## src/rtl/fetch_pkg.sv

```systemverilog
// Shared definitions for the instruction fetch front end: field layout,
// fetch FSM encoding and the opcode values the control unit decodes.
package fetch_pkg;

  localparam int OPC_MSB   = 23;
  localparam int OPC_LSB   = 19;
  localparam int ALUOP_MSB = 18;
  localparam int ALUOP_LSB = 16;
  localparam int RD_MSB    = 15;
  localparam int RD_LSB    = 12;
  localparam int RN_MSB    = 11;
  localparam int RN_LSB    = 8;
  localparam int RM_MSB    = 3;
  localparam int RM_LSB    = 0;
  localparam int IMM_MSB   = 11;
  localparam int IMM_LSB   = 0;

  typedef enum logic [0:0] {
    FETCH = 1'b0,
    HOLD  = 1'b1
  } fetch_state_e;

  localparam logic [4:0] OPC_R       = 5'b00000;
  localparam logic [4:0] OPC_LDR     = 5'b00001;
  localparam logic [4:0] OPC_STR     = 5'b00010;
  localparam logic [4:0] OPC_BEQ     = 5'b00011;
  localparam logic [4:0] OPC_BEQ_ALT = 5'b00101;
  localparam logic [4:0] OPC_ADDI    = 5'b00100;

endpackage

```

## src/rtl/instr_field_split.sv

```systemverilog
// Purely combinational split of a 24-bit instruction word into its named
// fields; shared by the fetch unit and the debugger/trace path.
module instr_field_split
  import fetch_pkg::*;
(
  input  logic [23:0] instr,
  output logic [4:0]  opcode,
  output logic [2:0]  aluop,
  output logic [3:0]  rd,
  output logic [3:0]  rn,
  output logic [3:0]  rm,
  output logic [11:0] imm
);

  assign opcode = instr[OPC_MSB:OPC_LSB];
  assign aluop  = instr[ALUOP_MSB:ALUOP_LSB];
  assign rd     = instr[RD_MSB:RD_LSB];
  assign rn     = instr[RN_MSB:RN_LSB];
  assign rm     = instr[RM_MSB:RM_LSB];
  assign imm    = instr[IMM_MSB:IMM_LSB];

endmodule

```

## src/rtl/instr_fetch_unit.sv

```systemverilog
// Fetch front end: owns the PC, fetches over req/ack, holds one instruction
// and offers its fields downstream over valid/ready, with branch redirects.
module instr_fetch_unit
  import fetch_pkg::*;
#(
  parameter int                ADDR_W   = 16,
  parameter int                INSTR_W  = 24,
  parameter logic [ADDR_W-1:0] RESET_PC = {ADDR_W{1'b0}}
) (
  input  logic               clk,
  input  logic               rst,
  output logic               imem_req,
  output logic [ADDR_W-1:0]  imem_addr,
  input  logic               imem_ack,
  input  logic [INSTR_W-1:0] imem_rdata,
  output logic               out_valid,
  input  logic               out_ready,
  output logic [4:0]         opcode,
  output logic [2:0]         aluop,
  output logic [3:0]         rd,
  output logic [3:0]         rn,
  output logic [3:0]         rm,
  output logic [11:0]        imm,
  output logic [ADDR_W-1:0]  pc_out,
  input  logic               br_taken,
  input  logic [ADDR_W-1:0]  br_target
);

  localparam logic [ADDR_W-1:0] PC_ONE = {{(ADDR_W-1){1'b0}}, 1'b1};

  fetch_state_e       state_q, state_d;
  logic [ADDR_W-1:0]  pc_q, pc_d;
  logic [ADDR_W-1:0]  addr_q, addr_d;
  logic [ADDR_W-1:0]  pc_out_q, pc_out_d;
  logic [INSTR_W-1:0] ir_q, ir_d;
  logic               req_q, req_d;
  logic               squash_q, squash_d;
  logic               hold_valid_q, hold_valid_d;
  logic               ack_s;
  logic               out_valid_s;

  // A late ack with no request outstanding must not be taken as data.
  assign ack_s       = imem_ack & req_q;
  assign out_valid_s = hold_valid_q & ~br_taken;

  // Next-state logic for the fetch FSM, PC, request and held instruction.
  always_comb begin
    state_d      = state_q;
    pc_d         = pc_q;
    addr_d       = addr_q;
    pc_out_d     = pc_out_q;
    ir_d         = ir_q;
    req_d        = req_q;
    squash_d     = squash_q;
    hold_valid_d = hold_valid_q;

    case (state_q)
      FETCH: begin
        if (!req_q) begin
          // Issue a new request; a redirect in this cycle is taken directly.
          pc_d     = br_taken ? br_target : pc_q;
          addr_d   = br_taken ? br_target : pc_q;
          req_d    = 1'b1;
          squash_d = 1'b0;
        end else if (ack_s) begin
          req_d = 1'b0;
          if (squash_q || br_taken) begin
            squash_d = 1'b0;
            pc_d     = br_taken ? br_target : pc_q;
          end else begin
            ir_d         = imem_rdata;
            pc_out_d     = pc_q;
            pc_d         = pc_q + PC_ONE;
            hold_valid_d = 1'b1;
            state_d      = HOLD;
          end
        end else if (br_taken) begin
          // Address must stay put until ack; the returning data is dropped.
          pc_d     = br_target;
          squash_d = 1'b1;
        end else begin
          pc_d = pc_q;
        end
      end
      HOLD: begin
        if (br_taken) begin
          hold_valid_d = 1'b0;
          pc_d         = br_target;
          addr_d       = br_target;
          req_d        = 1'b1;
          state_d      = FETCH;
        end else if (out_valid_s && out_ready) begin
          hold_valid_d = 1'b0;
          addr_d       = pc_q;
          req_d        = 1'b1;
          state_d      = FETCH;
        end else begin
          req_d = 1'b0;
        end
      end
      default: begin
        state_d      = FETCH;
        req_d        = 1'b0;
        squash_d     = 1'b0;
        hold_valid_d = 1'b0;
      end
    endcase
  end

  // State registers with synchronous reset.
  always_ff @(posedge clk) begin
    if (rst) begin
      state_q      <= FETCH;
      pc_q         <= RESET_PC;
      addr_q       <= RESET_PC;
      pc_out_q     <= {ADDR_W{1'b0}};
      ir_q         <= {INSTR_W{1'b0}};
      req_q        <= 1'b0;
      squash_q     <= 1'b0;
      hold_valid_q <= 1'b0;
    end else begin
      state_q      <= state_d;
      pc_q         <= pc_d;
      addr_q       <= addr_d;
      pc_out_q     <= pc_out_d;
      ir_q         <= ir_d;
      req_q        <= req_d;
      squash_q     <= squash_d;
      hold_valid_q <= hold_valid_d;
    end
  end

  assign imem_req  = req_q;
  assign imem_addr = addr_q;
  assign out_valid = out_valid_s;
  assign pc_out    = pc_out_q;

  instr_field_split u_split (
    .instr  (ir_q),
    .opcode (opcode),
    .aluop  (aluop),
    .rd     (rd),
    .rn     (rn),
    .rm     (rm),
    .imm    (imm)
  );

endmodule
```

## config.mk

```make
export PLATFORM = sky130hd
export DESIGN_NAME = instr_fetch_unit
export DESIGN_NICKNAME = d
export VERILOG_FILES = /design/src/rtl/fetch_pkg.sv /design/src/rtl/instr_field_split.sv /design/src/rtl/instr_fetch_unit.sv
export SDC_FILE = /design/constraint.sdc
export NUM_CORES = 1
export LEC_CHECK = 0
export CAP_MARGIN = 40
export CORE_MARGIN = 1
export CORE_UTILIZATION = 46
export CTS_BUF_LIST = sky130_fd_sc_hd__clkbuf_4 sky130_fd_sc_hd__clkbuf_8 sky130_fd_sc_hd__clkbuf_16
export DETAILED_ROUTE_END_ITERATION = 16
export GPL_TIMING_DRIVEN = 0
export HOLD_SLACK_MARGIN = 0.02
export MAX_ROUTING_LAYER = met4
export PLACE_DENSITY = 0.8
export SYNTH_ARGS = -nofsm -noshare
export SYNTH_HDL_FRONTEND = slang
export SYNTH_HIERARCHICAL = 1
export SYNTH_SLANG_ARGS = --single-unit
```

## constraint.sdc

```tcl
create_clock -name clk -period 1.8 [get_ports clk]
set_input_delay 0.27 -clock clk [delete_from_list [all_inputs] [get_ports clk]]
set_output_delay 0.27 -clock clk [all_outputs]
set_load 0.005 [all_outputs]
```

==> results.ini <==
[outcome]
status = complete, no violations

[sta]
min_period_ns = 1.768
whs_ns = 0.3149
fin_worst_skew_ns = 0.008400
period_share_pct = 98.22
final_hold_viol_count = 0
tightestPinTransition_ns = 0.7322
fmaxAchievable_mhz = 565.6
finalWorstSetupSlack_ns = 0.03197
finalSetupTns_ns = 0
relSlewSlack_pct = 51.19
finalSetupViolations = 0
drv_slew = 0

[setup_path]
crit_buf_inv = 0
worst_ep_required_time_ns = 2.06
worst-path-max-fanout = 5
path_delay_family = simple AND/OR/NAND/NOR gates
worst_setup_path_end_kind = flip-flop
crit_chain = ha_2, and3_4, nand3_2, or4_1, a311oi_1
r2r_start = pc_q[0]
rr_worst_depth = 5
critPathKind = flip-flop to flip-flop
worst_setup_path_start_kind = flip-flop
crit_slowest_cell = or4_1
reg2reg_to = pc_q[14]
r2r_slack_ns = 0.03
slowest_delay_ns = 0.53
cp.arrival_ns = 2.03

[cells_and_area]
final_util_pct = 69.60
final_common_cell = clkdlybuf4s50_1
layout-drive-gt1-share_pct = 14.39
design_area_um2 = 4833
diodes = 0
layout_common_cells = 108 x clkdlybuf4s50_1, 94 x nand2_1, 72 x dfxtp_1, 44 x a21oi_1, 38 x buf_4
area_growth_pct = 42.76
instances_no_fill = 638
nNetsFinal = 584

[global_route]
busiest_layer = met2
antenna_found_initial = 0
met2_usage_pct = 39.32
use_met1_pct = 32.34
first_global_vias = 3082
grt.total_usage_pct = 25.33
grt_max_degree = 20
grt_pass1_wl_mm = 14.68
overflow = 0
use_met3_pct = 4.901

[routing]
drtPass1Iterations = 4
drt_iter0_markers = 164
wl_mm = 9.162
via_per_inst = 5.102
drc = 0
ant_nets = 0
vias = 3255
wl_per_cell_um = 14.36

[floorplanning]
fp.dieW_um = 87.79
chipHeight_um = 87.79
core_area_um2 = 6944
die_area_um2 = 7707
io_pins = 111
initial_core_util_pct = 48.76
num_rows = 30

[worst_hold_path]
hold_path_class = input pin to flip-flop
holdPathStages = 4
min_from = rst
whs_endpoint = pc_q[13]

[synth]
synth_nets = 460
ys_seq_area_share_pct = 44.94
ys_seq_elements = 76
ys_warn_count = 6
syn_area_per_cell_um2 = 8.178
synthCells = 414
synthArstFlopShare_pct = 0
synth_area_um2 = 3386
ys.flop_type = dfxtp_1
synth_edf_count = 0
ys_types = 40

[cts]
clk_pin_slew_ns = 0.08
cts_made_buffers = 9
cts_tree = done
htreeDepth = 3
clk_latency_ns = 0.34
cts.sinks = 76
clockBufferDepth = 2
cts-root-buf = clkbuf_8
cts_hold_buffers = 0

[placed_design]
place_ws_ns = -0.4242
gp_congestion = 0.8861
placed_area_um2 = 4587
io_buffers = 108
place_hpwl_mm = 6.698
dp.cells = 618

[pwr]
power_density_nw_per_um2 = 745.6
power.total_mw = 3.604
ir_drop_mv = 0.3692
p_leak_nw = 1.812

[job]
max_cap_violations = 0

==> metal layers <==
layer	share of wire, %	vias up
li1	-	1630
met5	0	-
met3	5.1	16
met2	47	101
met4	1.9	0
met1	46	1508
==> flip-flops by register name, indices dropped and copies added, names as in the netlist <==
signal        flops
ir_q             24
imem_addr        16
pc_out           16
pc_q             16
hold_valid_q      1
imem_req          1
squash_q          1
state_q           1
==> where the power goes <==
group          switching [mW]  internal [mW]  total, mW
Combinational           0.252          0.328      0.580
Sequential             0.0739           1.77       1.84
Clock                   0.618          0.564       1.18
Total                   0.944           2.66       3.60
==> repair_timing <==
action                                  CTS  global route
setup buffers                             0             6
gates resized for setup                   5            17
pin swaps                                 0             2
endpoints found under the setup margin   16            47
==> cells in the mapped netlist (all sizes together) (2+ instances only) <==
master,count,area share [%]
xor2,8,2.1
xnor2,2,0.52
o211ai,2,0.44
a2111oi,2,0.52
a311oi,5,1.3
clkbuf,23,2.5
nor2,36,4.0
nor2b,2,0.37
and4,3,0.81
nand3,3,0.59
o21ai,3,0.44
nor3,3,0.44
buf,39,8.1
a211oi,21,4.7
nand2,94,10
nor3b,3,0.67
nand4,8,1.5
inv,4,0.44
a21oi,45,6.7
dfxtp,76,45
mux2i,14,4.1
and3,5,1.0
==> tightest hold or removal path, stage by stage <==
cell      delay (ns)
buf_2           0.12
nor3b_1         0.07
o21ai_0         0.07
o211ai_1        0.08
==> cells by family (layout without fill, tap and decap cells) <==
group / after synthesis / after routing / synth area share, %
muxes: 15 / 15 / 4.471
AOI/OAI and AO/OA: 83 / 83 / 15.19
and+or+nand+nor: 163 / 163 / 21.36
DFF: 76 / 76 / 44.94
xor gates and xnor gates: 10 / 10 / 2.587
buffers and inverters: 66 / 194 / 11.09
adders and majority gates: 1 / 1 / 0.3695
==> worst max-delay path by stage <==
| stage | startpoint | to | depth (start not counted) |
|---|---|---|---|
| final | pc_q[0] | pc_q[14] | 5 |
| after floorplan | pc_q[0] | pc_q[14] | 5 |
| after global placement | out_ready | imem_addr[13] | 6 |
| after detailed placement | out_ready | imem_addr[14] | 6 |
| after global routing | pc_q[7] | pc_q[14] | 4 |
| after CTS | pc_q[1] | pc_q[14] | 5 |
==> cell type report <==
class | count | area (µm²)
fillers | 555 | 2111
plain buffers | 61 | 365.4
well taps | 96 | 120.1
multi-input cells | 272 | 1499
flip-flops and latches | 76 | 1531
clock buffers | 11 | 151.4
clock inverters | 4 | 25.02
repair buffers | 114 | 1126
inverters | 4 | 15.01
Note: power is estimated with default switching activity, not from simulation.
